--- config.mk ---
export PLATFORM = sky130hd
export DESIGN_NAME = muldiv_unit
export DESIGN_NICKNAME = d
export VERILOG_FILES = /design/src/rtl/muldiv_pkg.sv /design/src/rtl/muldiv_step.sv /design/src/rtl/muldiv_unit.sv
export SDC_FILE = /design/constraint.sdc
export NUM_CORES = 1
export LEC_CHECK = 0
export CAP_MARGIN = 20
export CELL_PAD_IN_SITES_DETAIL_PLACEMENT = 0
export CELL_PAD_IN_SITES_GLOBAL_PLACEMENT = 2
export CORE_ASPECT_RATIO = 1.25
export CORE_UTILIZATION = 38
export CTS_CLUSTER_SIZE = 28
export DETAILED_ROUTE_END_ITERATION = 12
export GPL_TIMING_DRIVEN = 0
export PLACE_DENSITY = 0.92
export REMOVE_ABC_BUFFERS = 1
export SYNTH_ARGS = -nofsm -noshare
export SYNTH_HDL_FRONTEND = slang
export SYNTH_SLANG_ARGS = --single-unit
--- constraint.sdc ---
create_clock -name clk -period 7.15 [get_ports clk]
set_input_delay 1.0725 -clock clk [delete_from_list [all_inputs] [get_ports clk]]
set_output_delay 1.0725 -clock clk [all_outputs]
set_load 0.01 [all_outputs]
--- src/rtl/muldiv_pkg.sv ---
// Shared encodings and constants for the iterative RV32M multiply/divide unit.
package muldiv_pkg;

    localparam int ITER  = 32;
    localparam int CNT_W = 5;
    localparam logic [CNT_W-1:0] CNT_LAST = CNT_W'(ITER - 1);

    // RV32M funct3 encodings
    typedef enum logic [2:0] {
        OP_MUL    = 3'b000,
        OP_MULH   = 3'b001,
        OP_MULHSU = 3'b010,
        OP_MULHU  = 3'b011,
        OP_DIV    = 3'b100,
        OP_DIVU   = 3'b101,
        OP_REM    = 3'b110,
        OP_REMU   = 3'b111
    } op_e;

    typedef enum logic [1:0] {
        S_IDLE,
        S_CALC,
        S_FIX,
        S_DONE
    } state_e;

    localparam logic [31:0] DIV_ZERO_Q = 32'hFFFF_FFFF;
    localparam logic [31:0] OVF_Q      = 32'h8000_0000;

endpackage

--- src/rtl/muldiv_step.sv ---
// One combinational iteration: shift-add for multiply, subtract-restore for divide.
// acc holds {hi, lo}: multiply keeps the running product in hi and the multiplier
// in lo; divide shifts the dividend out of lo[31] and quotient bits into lo[0].
module muldiv_step (
    input  logic        is_div,
    input  logic [63:0] acc_in,
    input  logic [31:0] rem_in,
    input  logic [31:0] b,
    output logic [63:0] acc_out,
    output logic [31:0] rem_out
);

    logic [32:0] sum;
    logic [32:0] rem_sh;
    logic [33:0] diff;

    // Select between one multiply step and one restoring-divide step
    always_comb begin
        sum    = {1'b0, acc_in[63:32]} + (acc_in[0] ? {1'b0, b} : 33'd0);
        rem_sh = {rem_in, acc_in[31]};
        diff   = {1'b0, rem_sh} - {2'b00, b};
        if (is_div) begin
            // A negative difference means the divisor did not fit: keep the shifted remainder
            rem_out = diff[33] ? rem_sh[31:0] : diff[31:0];
            acc_out = {acc_in[63:32], acc_in[30:0], ~diff[33]};
        end else begin
            rem_out = rem_in;
            acc_out = {sum, acc_in[31:1]};
        end
    end

endmodule

--- src/rtl/muldiv_unit.sv ---
// Iterative RV32M multiply/divide unit with valid/ready request and response.
module muldiv_unit
    import muldiv_pkg::*;
#(
    parameter int XLEN = 32
) (
    input  logic            clk,
    input  logic            rst_n,
    input  logic            flush,
    input  logic            in_valid,
    output logic            in_ready,
    input  logic [2:0]      op,
    input  logic [XLEN-1:0] rs1,
    input  logic [XLEN-1:0] rs2,
    output logic            out_valid,
    input  logic            out_ready,
    output logic [XLEN-1:0] result,
    output logic            busy
);

    state_e           state;
    logic [2:0]       op_r;
    logic [CNT_W-1:0] cnt;
    logic [63:0]      acc;
    logic [31:0]      rem;
    logic [31:0]      mag_b;
    logic             neg_res;
    logic             neg_rem;

    logic             a_sgn, b_sgn, div_zero, ovf;
    logic [31:0]      mag_a_in, mag_b_in, special_res;
    logic [63:0]      step_acc, prod;
    logic [31:0]      step_rem, fix_val;

    assign in_ready = (state == S_IDLE);
    assign busy     = (state != S_IDLE);

    muldiv_step u_step (
        .is_div  (op_r[2]),
        .acc_in  (acc),
        .rem_in  (rem),
        .b       (mag_b),
        .acc_out (step_acc),
        .rem_out (step_rem)
    );

    // Request decode: operand signedness, magnitudes and the short-circuit cases
    always_comb begin
        // MUL low bits do not depend on signedness, so it shares the signed path
        a_sgn = rs1[31] && (op == OP_MUL || op == OP_MULH || op == OP_MULHSU ||
                            op == OP_DIV || op == OP_REM);
        b_sgn = rs2[31] && (op == OP_MUL || op == OP_MULH ||
                            op == OP_DIV || op == OP_REM);
        mag_a_in = a_sgn ? (~rs1 + 32'd1) : rs1;
        mag_b_in = b_sgn ? (~rs2 + 32'd1) : rs2;
        div_zero = op[2] && (rs2 == 32'd0);
        ovf      = (op == OP_DIV || op == OP_REM) && (rs1 == OVF_Q) && (rs2 == 32'hFFFF_FFFF);
        if (div_zero) special_res = op[1] ? rs1 : DIV_ZERO_Q;
        else          special_res = op[1] ? 32'd0 : OVF_Q;
    end

    // Sign correction applied once the magnitude result is complete
    always_comb begin
        prod = neg_res ? (~acc + 64'd1) : acc;
        if (op_r[2]) begin
            if (op_r[1]) fix_val = neg_rem ? (~rem + 32'd1) : rem;
            else         fix_val = neg_res ? (~acc[31:0] + 32'd1) : acc[31:0];
        end else begin
            fix_val = (op_r == OP_MUL) ? prod[31:0] : prod[63:32];
        end
    end

    // Control FSM and datapath registers; flush drops any in-flight or pending result
    always_ff @(posedge clk) begin
        if (!rst_n) begin
            state     <= S_IDLE;
            op_r      <= 3'd0;
            cnt       <= '0;
            acc       <= 64'd0;
            rem       <= 32'd0;
            mag_b     <= 32'd0;
            neg_res   <= 1'b0;
            neg_rem   <= 1'b0;
            result    <= '0;
            out_valid <= 1'b0;
        end else if (flush) begin
            state     <= S_IDLE;
            cnt       <= '0;
            out_valid <= 1'b0;
        end else begin
            case (state)
                S_IDLE: begin
                    if (in_valid) begin
                        op_r <= op;
                        if (div_zero || ovf) begin
                            result    <= special_res;
                            out_valid <= 1'b1;
                            state     <= S_DONE;
                        end else begin
                            acc     <= {32'd0, mag_a_in};
                            rem     <= 32'd0;
                            mag_b   <= mag_b_in;
                            neg_res <= a_sgn ^ b_sgn;
                            neg_rem <= a_sgn;
                            cnt     <= '0;
                            state   <= S_CALC;
                        end
                    end
                end
                S_CALC: begin
                    acc <= step_acc;
                    rem <= step_rem;
                    cnt <= cnt + 1'b1;
                    if (cnt == CNT_LAST) state <= S_FIX;
                end
                S_FIX: begin
                    result    <= fix_val;
                    out_valid <= 1'b1;
                    state     <= S_DONE;
                end
                S_DONE: begin
                    if (out_ready) begin
                        out_valid <= 1'b0;
                        state     <= S_IDLE;
                    end
                end
                default: state <= S_IDLE;
            endcase
        end
    end

endmodule

==> metrics.txt, run 1 <==
status=complete, no violations; final net count=2224; overall power=2680 µW; initial core utilization=38.7%; DRT iter0 DRCs=1033; PortBufs=106; worst-margin pin slew=1.12 ns; final-report hold violation count=0; area grow syn2layout=13.4%; Core Area=0.0392 mm²; final instance area=0.0172 mm²; detail-routed via count per cell=5.91; final core occ=43.9%; post_cts resized=0; GRT Util Overall=25.2%; Skew-Pair Late Insertion Delay=0.46 ns; 1st-pass router iterations=5; largest net degree at the start of global routing=59; RSZ-0062 raised after global routing=false; Worst Hold Launch=result[30]$_SDFFE_PN0P_; Max FO, Critical Path=33; Setup crit start kind=input port; Max VDD drop=188 µV; Critical path origin=rs2[11]; WS Path Type=in2reg; final WL=51500 µm; sequential-to-total area share from yosys stat=22.8%; Yosys reg bits=173; Slew headroom=25.0%; first-pass GRT wire length=81000 µm; Synth Warn #=0; Min-Delay Path Class=reg2reg; max-cap violations=0; area of placed instances=0.0165 mm²; Die Wd=181 µm; Yosys top cell area share=22.8%; Rows=81; Tcrit/Tclk final=73.5%; Post-synth EDFFs=0; initial antenna violation count=1; CTS Root Cell=clkbuf_16; Top FF cell, synth=dfxtp_1; GP Congestion=0.981; CTS tree=yes; TritonCTS buffer count=17; share of cells above drive strength 1=4.79%; Synth area leader=dfxtp_1; FMAX=190 MHz; Clock transition at path regs=0.07 ns; async set-or-reset flop fraction in the synthesized netlist=0%; endpoint class of the critical path=flip-flop; grt total ovfl=0; die area=0.0408 mm²; post-route insts no fill=2587; Final setup viols=0; H-tree depth=4; Cells after Synth=2073; post-DP HPWL=39400 µm; Die Height=225 µm; Post-route DRC=0; CP arrival=5.66 ns; min Tclk post-route=5.25 ns; Pins Over Slew Limit=0; setup repair bufs after CTS=0; LEAKAGE=0.00638 µW; clock sinks=173; Netlist cell types=84; Avg Inst Size Synth=7.32 µm²; clk_skew=0.00867 ns; worst r2r src=acc[31]$_SDFFE_PN0P_; Antenna Nets Post-Route=0; cts hold-fix bufs=0; setup total negative slack=0 ns; mapped cell area=0.0152 mm²; Cells after DPL=2551; Longest Clk Path Bufs=2; vias in the first global route=14600; Pwr Density=156 mW/mm²; top cells by area, synth=dfxtp_1 23%, o21ai_0 6.2%, ha_1 6.2%; number of I/O pins=107; critical path data required time=7.56 ns; total number of vias=15300; Routed WL per cell=19.9 µm
[metrics by stage]
| step | setup WS, ns | hold slack [ns] |
|---|---|---|
| after floorplan | 1.92 | 0.446 |
| after detailed placement | 0.818 | 0.453 |
| final | 1.90 | 0.464 |
| after global routing | 1.72 | 0.482 |
| after CTS | 1.30 | 0.465 |
| after global placement | -0.942 | 0.452 |
[power by group]
part / switching [µW] / internal, µW
logic: 383 / 252
clock network: 444 / 560
registers: 52.0 / 992
[state kept, by name, summed over array words and instances, names as in the netlist]
register,flops
neg_res,1
out_valid,1
cnt,5
state,2
acc,64
rem,32
mag_b,32
result,32
op_r,3
neg_rem,1
[cell usage in the layout, fill, tap and decap left out, types with 39 or more instances in the layout]
| cell | instances |
|---|---|
| nor2_1 | 205 |
| nand2_1 | 217 |
| inv_1 | 68 |
| a21oi_1 | 165 |
| clkdlybuf4s50_1 | 105 |
| a211oi_1 | 41 |
| o31ai_1 | 41 |
| dfxtp_1 | 171 |
| a21o_1 | 43 |
| o21ai_0 | 188 |
| xnor2_1 | 91 |
| ha_1 | 74 |
| o211ai_1 | 40 |
| nor3_1 | 39 |
| mux2i_1 | 47 |
| xor2_1 | 100 |
[layer usage]
| layer | up-vias | share of wire [%] | GRT usage [%] | routed length (µm) |
|---|---|---|---|---|
| li1 | 7568 | - | - | - |
| met2 | 439 | 48 | 43.6 | 24600 |
| met3 | 89 | 4.6 | 2.65 | 2370 |
| met5 | - | 0 | 0 | 0 |
| met1 | 7185 | 44 | 31.6 | 22800 |
| met4 | 0 | 3.5 | 11.3 | 1800 |
[final cells by class]
class / instances / area (µm²)
clock inverters: 14 / 166
inverters: 71 / 269
well taps: 498 / 623
multi-input cells: 1691 / 10900
repair buffers: 121 / 1350
fillers: 3975 / 22000
flip-flops and latches: 173 / 3470
clock buffers: 18 / 439
diodes: 1 / 2.50
[path summary, 6_finish.rpt]
kind | end | slack, ns | cells after the start
setup / recovery | acc[63]$_SDFFE_PN0P_ | 1.90 | 9
hold / removal | result[30]$_SDFFE_PN0P_ | 0.46 | 2
setup reg to reg | rem[27]$_SDFFE_PN0P_ | 3.25 | 11
hold reg to reg | result[30]$_SDFFE_PN0P_ | 0.46 | 2
[kinds of logic (layout without fill, tap and decap cells)]
family	Yosys count	in the layout	synth area share [%]
adders and majority gates	77	77	6.45
buffers and inverters	209	224	5.54
xor gates and xnor gates	191	191	11.0
AOI/OAI and AO/OA	700	700	29.7
other	0	1	0
and+or+nand+nor	674	674	21.2
muxes	49	49	3.25
DFF	173	173	22.8
[Yosys cell counts (7+ instances only)]
library cell,count
nor2_1,205
ha_1,75
o22ai_1,7
o21ai_1,9
buf_2,12
nor3_1,39
nand2b_1,18
a21o_1,43
inv_1,69
buf_1,9
o41ai_1,18
a31oi_1,19
nand2_1,217
and2_1,8
o31ai_1,42
or4_4,7
clkbuf_1,110
o21a_1,16
nand3_1,32
a22oi_1,13
or3_1,21
o221ai_1,11
a211oi_1,41
xnor2_1,91
a21oi_1,165
xor2_1,100
dfxtp_1,173
nor2b_1,12
o211ai_1,40
a32oi_1,10
or2_2,13
and3_1,9
o21ai_0,188
mux2i_1,47
or4_1,29
nor4_1,17
nand4_1,24
[critical path, cell delays in order]
cell and delay [ns]:
clkdlybuf4s50_1 0.52, or4_4 0.59, or4_4 0.51, or4_1 0.91
o211a_2 0.48, a21o_4 0.45, o21ai_4 0.28, and2_1 0.57
a22o_1 0.22
(Power assumes the default switching activity.)
==> run 2: changes to the inputs <==
--- a/config.mk
+++ b/config.mk
@@ -9,11 +9,11 @@
 export CELL_PAD_IN_SITES_DETAIL_PLACEMENT = 0
 export CELL_PAD_IN_SITES_GLOBAL_PLACEMENT = 2
 export CORE_ASPECT_RATIO = 1.25
-export CORE_UTILIZATION = 38
+export CORE_UTILIZATION = 32
 export CTS_CLUSTER_SIZE = 28
 export DETAILED_ROUTE_END_ITERATION = 12
 export GPL_TIMING_DRIVEN = 0
-export PLACE_DENSITY = 0.92
+export PLACE_DENSITY = 0.83
 export REMOVE_ABC_BUFFERS = 1
 export SYNTH_ARGS = -nofsm -noshare
 export SYNTH_HDL_FRONTEND = slang
==> constraint.sdc (replaced) <==
create_clock -name clk -period 4.7 [get_ports clk]
set_input_delay 0.705 -clock clk [delete_from_list [all_inputs] [get_ports clk]]
set_output_delay 0.705 -clock clk [all_outputs]
set_load 0.01 [all_outputs]
==> run 2 against run 1 <==
Design area increased by 1.4%. Flip-flop and latch count unchanged. Via count increased by 0.73%. Routed wire length is 6.2% higher. Power grew 50%. Setup slack got worse by 1.6 ns. Die area up 19%. Global-route usage decreased by 2.7 points. Sequential power rose by 53%. Critical path type unchanged. Critical endpoint is now result[31]$_SDFFE_PN0P_. Largest power group unchanged. Highest routed layer unchanged.
==> metrics.txt, run 2 (synthesis results as in run 1) <==
status=complete, no violations; LEAKAGE=0.00641 µW; RSZ-0062 raised after global routing=false; Clock transition at path regs=0.08 ns; critical path cell sequence=clkdlybuf4s50_1 -> inv_1 -> ha_1 -> or4b_2 -> nor4b_4 -> nand4_1 -> buf_4 -> buf_4 -> o21ai_4 -> nand3_2 -> a21o_1 -> nor3_1 -> nor2_1; first-pass GRT wire length=84800 µm; most frequent CP cell=buf_4; die area=0.0483 mm²; total number of vias=15400; endpoint class of the critical path=flip-flop; final WL=54700 µm; Biggest register=acc; crit-path max cell delay=0.70 ns; worst-margin pin slew=1.09 ns; Routed WL per cell=20.1 µm; CP arrival=4.75 ns; min Tclk post-route=4.40 ns; Skew-Pair Late Insertion Delay=0.48 ns; grt total ovfl=0; number of I/O pins=107; Slew headroom=27.3%; critical path data required time=5.05 ns; Tcrit/Tclk final=93.6%; Cells after DPL=2684; clock sinks=173; Max FO, Critical Path=12; Longest Clk Path Bufs=2; cts hold-fix bufs=0; largest net degree at the start of global routing=59; final-report hold violation count=0; Rows=88; post-route insts no fill=2724; Setup crit start kind=input port; post-DP HPWL=41700 µm; max-cap violations=0; Hold WS=0.470 ns; Post-route DRC=0; GRT Util Overall=22.5%; commonest non-fill, non-tap cell in the layout=nand2_1; Core Area=0.0465 mm²; Die Height=245 µm; Final setup viols=0; H-tree depth=4; CP max-delay cell=or4b_2; Top Metal Used=met4; detail-routed via count per cell=5.65; GP Congestion=0.965; final core occ=37.6%; PortBufs=106; max reg flops=64; Antenna Nets Post-Route=0; clk_skew=0.0152 ns; Max VDD drop=195 µV; Pins Over Slew Limit=0; Metal-1 WL=24900 µm; area grow syn2layout=15.0%; Die Wd=197 µm; 1st-pass router iterations=6; FMAX=227 MHz; wire length on met3=2120 µm; Min-Delay Path Class=reg2reg; commonest cells after routing, fill and taps aside=216 x nand2_1, 205 x nor2_1, 188 x o21ai_0, 171 x dfxtp_1, 165 x a21oi_1; initial core utilization=32.7%; final net count=2229; DR WL met2=25800 µm; TritonCTS buffer count=17; WS Path Type=in2reg; CTS Root Cell=clkbuf_16; CTS tree=yes; DRT iter0 DRCs=1133; initial antenna violation count=1; Pwr Density=231 mW/mm²; vias in the first global route=14600; share of cells above drive strength 1=5.21%
## run 2: power breakdown
group,internal [µW],switching [µW]
logic,386,591
registers,1510,80.9
clock network,757,702
## run 2: timing repair
action                     4_1_cts  5_1_grt
resized for setup                4        3
gates cloned                     1        0
setup endpoints to repair      128       39
buffers inserted                 1        2
pin swaps                        1        1
## run 2: worst paths after layout
kind / start / endpoint / slack [ns] / depth (start not counted)
max reg2reg: acc[8]$_SDFFE_PN0P_ / result[27]$_SDFFE_PN0P_ / 0.72 / 9
max: rs1[0] / result[31]$_SDFFE_PN0P_ / 0.30 / 13
min reg2reg: mag_b[31]$_SDFFE_PN0P_ / mag_b[31]$_SDFFE_PN0P_ / 0.47 / 2
min: mag_b[31]$_SDFFE_PN0P_ / mag_b[31]$_SDFFE_PN0P_ / 0.47 / 2
## run 2: final cells by class
type / count / area (µm²)
sequential: 173 / 3470
antenna: 1 / 2.50
multi-input combinational: 1692 / 10900
tap: 630 / 788
inverter: 71 / 269
timing repair buffer: 125 / 1410
fill: 4928 / 29000
clock inverter: 13 / 131
clock buffer: 19 / 443
## run 2: worst max-delay path, delay by kind of cell
kind                     cells  cell delay [ns]
AND/OR/NAND/NOR              6             2.12
buffers and inverters        4             0.98
AO/OA/AOI/OAI                2             0.74
adder cells (fa/ha/maj)      1             0.18
## run 2: stage by stage
step | power (µW) | TNS [ns] | setup WS, ns | instance area (µm²)
after floorplan | 2230 | -13.98 | -0.532 | 14600
after global placement | 2560 | -264.83 | -3.16 | 16500
after detailed placement | 2580 | -127.61 | -1.38 | 16800
after CTS | 4040 | 0 | 0.0149 | 17400
after global routing | 4210 | 0 | 0.173 | 17500
final | 4030 | 0 | 0.299 | 17500
## run 2: per-layer routing
metal,global-route usage [%],up-vias
met4,9.33,0
met5,0,-
met2,38.0,426
li1,-,7586
met3,2.28,105
met1,29.2,7275
